===== src/rtl/automatic_washing_machine_system_pkg.sv =====
// Shared types for the washing machine controller: phase encoding and output bundle.
// Latency: n/a (types only).
// Backpressure: n/a (types only).
package washer_pkg;

  typedef enum logic [2:0] {
    IDLE          = 3'd0,
    CHECK_DOOR    = 3'd1,
    FILL_WATER    = 3'd2,
    ADD_DETERGENT = 3'd3,
    WASH          = 3'd4,
    DRAIN_WATER   = 3'd5,
    SPIN          = 3'd6,
    DONE          = 3'd7
  } washer_state_t;

  typedef struct packed {
    logic door_lock;
    logic motor_on;
    logic fill_valve_on;
    logic drain_valve_on;
    logic done;
  } washer_out_t;

endpackage


===== src/rtl/automatic_washing_machine_system_output_decode.sv =====
// Combinational map from controller phase to the five actuator/status outputs.
// Latency: purely combinational, zero cycles.
// Backpressure: none; outputs follow the state input directly.
module washer_output_decode
  import washer_pkg::*;
(
  input  logic [2:0] state_i,
  output logic       door_lock_o,
  output logic       motor_on_o,
  output logic       fill_valve_on_o,
  output logic       drain_valve_on_o,
  output logic       done_o
);

  washer_out_t out_s;

  // Decode each phase to its actuator set; everything not listed stays off.
  always_comb begin
    out_s = '0;
    case (washer_state_t'(state_i))
      FILL_WATER: begin
        out_s.door_lock     = 1'b1;
        out_s.fill_valve_on = 1'b1;
      end
      ADD_DETERGENT: begin
        out_s.door_lock = 1'b1;
      end
      WASH: begin
        out_s.door_lock = 1'b1;
        out_s.motor_on  = 1'b1;
      end
      DRAIN_WATER: begin
        out_s.door_lock      = 1'b1;
        out_s.drain_valve_on = 1'b1;
      end
      SPIN: begin
        out_s.door_lock      = 1'b1;
        out_s.motor_on       = 1'b1;
        out_s.drain_valve_on = 1'b1;
      end
      DONE: begin
        out_s.done = 1'b1;
      end
      default: out_s = '0;
    endcase
  end

  assign door_lock_o      = out_s.door_lock;
  assign motor_on_o       = out_s.motor_on;
  assign fill_valve_on_o  = out_s.fill_valve_on;
  assign drain_valve_on_o = out_s.drain_valve_on;
  assign done_o           = out_s.done;

endmodule


===== src/rtl/automatic_washing_machine_system.sv =====
// Moore sequencer for a front-loader: door check, fill, detergent, wash, drain, spin, done.
// Latency: one clock from a sampled exit input to the new phase's outputs.
// Backpressure: none; each phase waits on its own handshake input, done holds until start drops.
module automatic_washing_machine_system
  import washer_pkg::*;
(
  input  logic clk,
  input  logic rst,
  input  logic start,
  input  logic door_close,
  input  logic filled,
  input  logic detergent_added,
  input  logic cycle_timeout,
  input  logic drained,
  input  logic spin_timeout,
  output logic door_lock,
  output logic motor_on,
  output logic fill_valve_on,
  output logic drain_valve_on,
  output logic done
);

  washer_state_t state_q;
  washer_state_t state_d;

  // State register; reset is asynchronous and low-active so actuators drop without a clock.
  always_ff @(posedge clk or negedge rst) begin
    if (!rst) begin
      state_q <= IDLE;
    end else begin
      state_q <= state_d;
    end
  end

  // Next-state: each phase looks only at its own exit input, no edge detection.
  always_comb begin
    state_d = state_q;
    case (state_q)
      IDLE:          if (start)           state_d = CHECK_DOOR;
      CHECK_DOOR: begin
        if (door_close)      state_d = FILL_WATER;
        else if (!start)     state_d = IDLE;
      end
      FILL_WATER:    if (filled)          state_d = ADD_DETERGENT;
      ADD_DETERGENT: if (detergent_added) state_d = WASH;
      WASH:          if (cycle_timeout)   state_d = DRAIN_WATER;
      DRAIN_WATER:   if (drained)         state_d = SPIN;
      SPIN:          if (spin_timeout)    state_d = DONE;
      DONE:          if (!start)          state_d = IDLE;
      default:                            state_d = IDLE;
    endcase
  end

  washer_output_decode u_decode (
    .state_i          (state_q),
    .door_lock_o      (door_lock),
    .motor_on_o       (motor_on),
    .fill_valve_on_o  (fill_valve_on),
    .drain_valve_on_o (drain_valve_on),
    .done_o           (done)
  );

endmodule


===== config.mk =====
export PLATFORM = sky130hd
export DESIGN_NAME = automatic_washing_machine_system
export DESIGN_NICKNAME = d
export VERILOG_FILES = /design/src/rtl/automatic_washing_machine_system_pkg.sv /design/src/rtl/automatic_washing_machine_system_output_decode.sv /design/src/rtl/automatic_washing_machine_system.sv
export SDC_FILE = /design/constraint.sdc
export NUM_CORES = 1
export LEC_CHECK = 0
export ABC_AREA = 0
export BUFFER_PORTS_ARGS = -buffer_cell sky130_fd_sc_hd__buf_4
export CAP_MARGIN = 20
export CORE_AREA = 2 2 39 41
export CTS_CLUSTER_SIZE = 12
export DETAILED_ROUTE_END_ITERATION = 10
export DIE_AREA = 0 0 41 43
export HOLD_SLACK_MARGIN = 0.1
export PLACE_DENSITY_LB_ADDON = 0.2
export SYNTH_ARGS = -nofsm -noshare
export SYNTH_HDL_FRONTEND = slang
export SYNTH_SLANG_ARGS = --single-unit

===== constraint.sdc =====
create_clock -name clk -period 1.72 [get_ports clk]
set_input_delay 0.172 -clock clk [delete_from_list [all_inputs] [get_ports clk]]
set_output_delay 0.172 -clock clk [all_outputs]
set_load 0.02 [all_outputs]

==> results.cfg <==
[synthesis]
syn_area_um2 = 382
synth-seq-cells = 3
synth_edf_count = 0
synth_common_cells = 5 x nand2_1, 3 x dfrtp_1, 3 x ha_1, 3 x mux2i_1, 3 x o21ai_2
syn-num-nets = 56
synth_area_leader_cell = dfrtp_1
ys_types = 26
synthArstFlopShare_pct = 100
synth_most_common_cell = nand2_1
synth.avg_cell_area_um2 = 8.67
ys_warn_count = 0
seq_area_frac_synth_pct = 19.7
syn_inst = 44
synth_top_area_share_pct = 19.7
synthFlopType = dfrtp_1
synth_area_leaders = dfrtp_1 20%, ha_1 9.8%, mux2i_1 7.9%

[drt]
first_pass_iters = 4
drtAntennaViolNets = 0
wl_per_cell_um = 10.2
drt_wl_total_um = 817
drtIter0Drc = 3
drc_errors = 0
num_vias = 380
post_drt_via_cell_ratio = 4.75

[placement]
place.gp.congestion = 0.789
dpl_cell_area_um2 = 507
post-dp-hpwl_um = 673
io_buffers = 13

[cts]
clkLatencyLatePin_ns = 0.23
clockBufferDepth = 2
root_buffer = clkbuf_4
cts.clk_slew.worst_paths_ns = 0.04
cts_tree = yes
clock_sinks = 3
numCtsBuffers = 3
cts_max_level = 1

[final_layout]
largest_register_ffs = 3
final_area_um2 = 551
drive_above_1_share_pct = 46.9
area_delta_synth_final_pct = 44.3
largest-register = state_q
fillers = 168
multiInputGateArea_um2 = 272
ff_latch_area_um2 = 76.3
fin_nets = 77
diodes = 0
top_regs = state_q (3)

[timing]
finalSetupTns_ns = 0
rsz0062_at_grt = no
finalCritPeriodShare_pct = 92.5
clock_skew_ns = 0.00424
hold_viol = 0
slew-limit-headroom_pct = 72.5
clock.fmax_ghz = 0.629
setup_viol = 0
drv_slew = 0
tightest_slew_ns = 0.412
min_period_ns = 1.59

[floorplan]
dieArea_um2 = 1760
fp.coreArea_um2 = 1380
initial_core_util_pct = 27.6
die_y_um = 43
num_io_pins = 14
fp-row-count = 14
die_x_um = 41

[flow_run]
drv_cap = 0

[global_routing]
grt_usage_pct = 11.0
grt_pass1_vias = 337
overflow = 0
grt_pass1_wl_um = 1300
antenna_found_initial = 0
grt_max_degree = 13

[setup_path]
critPathMaxFanout = 6
crit_path_end_kind = flop
reg2reg_depth = 5
slowest_stage = dfrtp_2
arrival_ns = 1.68
startpoint_type = flop
required_ns = 1.81
critPathMaxStageDelay_ns = 0.44
crit_type = flop to flop
cp_cell_sequence = ha_1 -> or3_1 -> a31oi_2 -> o21bai_1 -> mux2i_1

[run_status]
status = complete, no violations

[power_and_ir_drop]
power_density_nw_per_um2 = 1600
max-vdd-ir-drop_mv = 0.791
leakage_nw = 0.271

[worst_hold_path]
hp-class = input port to async pin
-- cell usage in the layout, fill, tap and decap left out --
| cell type | n |
|---|---|
| o21ai_1 | 1 |
| nor3b_2 | 1 |
| o21ai_0 | 1 |
| a31oi_1 | 1 |
| inv_1 | 2 |
| inv_2 | 1 |
| o21bai_1 | 2 |
| and3_2 | 1 |
| nor3b_1 | 1 |
| buf_4 | 18 |
| a31oi_2 | 1 |
| dfrtp_2 | 1 |
| clkbuf_1 | 1 |
| mux2i_1 | 3 |
| clkbuf_4 | 3 |
| and2b_1 | 1 |
| ha_1 | 3 |
| dfrtp_1 | 2 |
| a21oi_1 | 2 |
| nor3_1 | 2 |
| o211a_1 | 1 |
| or3_1 | 1 |
| nand2_1 | 5 |
| o311ai_2 | 1 |
| nor2_1 | 1 |
| or3b_1 | 1 |
| dlygate4sd3_1 | 1 |
| o21ai_2 | 3 |
| nand2b_1 | 1 |
| xnor2_1 | 1 |
-- worst paths after layout --
path	startpoint	end	slack, ns
min in group clk	detergent_added	state_q[0]	0.33
setup / recovery	state_q[1]	state_q[2]	0.13
setup reg to reg	state_q[1]	state_q[2]	0.13
hold reg to reg	state_q[2]	state_q[2]	0.71
hold / removal	rst	state_q[0]	0.27
max in group asynchronous	rst	state_q[1]	1.34
-- timing repair --
action | 4_1_cts | 5_1_grt
buffers inserted | 0 | 0
hold buffers | 1 | 0
endpoints found under the setup margin | 0 | 2
endpoints found under the hold margin | 3 | 0
gates resized for setup | 0 | 2
-- worst max-delay path, delay by kind of cell, from the launching register on --
kind                       cells  cell delay, ns
AOI/OAI and AO/OA              2            0.34
adders and majority gates      1            0.20
DFF                            1            0.44
muxes                          1            0.09
and+or+nand+nor                1            0.38
-- metrics by stage --
| step | total power, mW | setup slack [ns] | utilization (%) | cells | hold WS (ns) |
|---|---|---|---|---|---|
| after floorplan | 0.597 | 0.0957 | - | 44 | -0.124 |
| after global placement | 0.749 | 0.0562 | 36.6 | 75 | -0.0384 |
| after detailed placement | 0.749 | 0.0367 | 36.6 | 75 | -0.0378 |
| after CTS | 0.881 | 0.0281 | 39.2 | 80 | 0.249 |
| after global routing | 0.970 | 0.00921 | 39.8 | 80 | 0.257 |
| final | 0.882 | 0.129 | 39.8 | 80 | 0.269 |
-- power by group --
group          switching, mW  total [mW]  internal [mW]
registers             0.0430       0.149          0.106
logic                  0.307       0.613          0.306
clock network         0.0333       0.120         0.0867
-- cells by family after synthesis --
group / count (synthesis) / share of synthesized area [%]
mux: 3 / 7.87
simple gates: 15 / 23.3
flops: 3 / 19.7
fa+ha+maj: 3 / 9.84
compound gates: 13 / 26.2
buf+inv: 6 / 10.8
xor+xnor: 1 / 2.30
-- cell type report --
| class | count | area share [%] |
|---|---|---|
| multi-input cells | 35 | 49.3 |
| repair buffers | 19 | 26.4 |
| flip-flops and latches | 3 | 13.9 |
| clock buffers | 4 | 4.77 |
| well taps | 16 | 3.64 |
| inverters | 3 | 2.05 |
-- metal layers --
layer  share of wire (%)  GRT usage, %
met5                   0             0
met1                  47          14.3
met4                   0          8.00
met2                  46          14.7
met3                 6.7          3.14
Power figures use the tool's default switching activity.
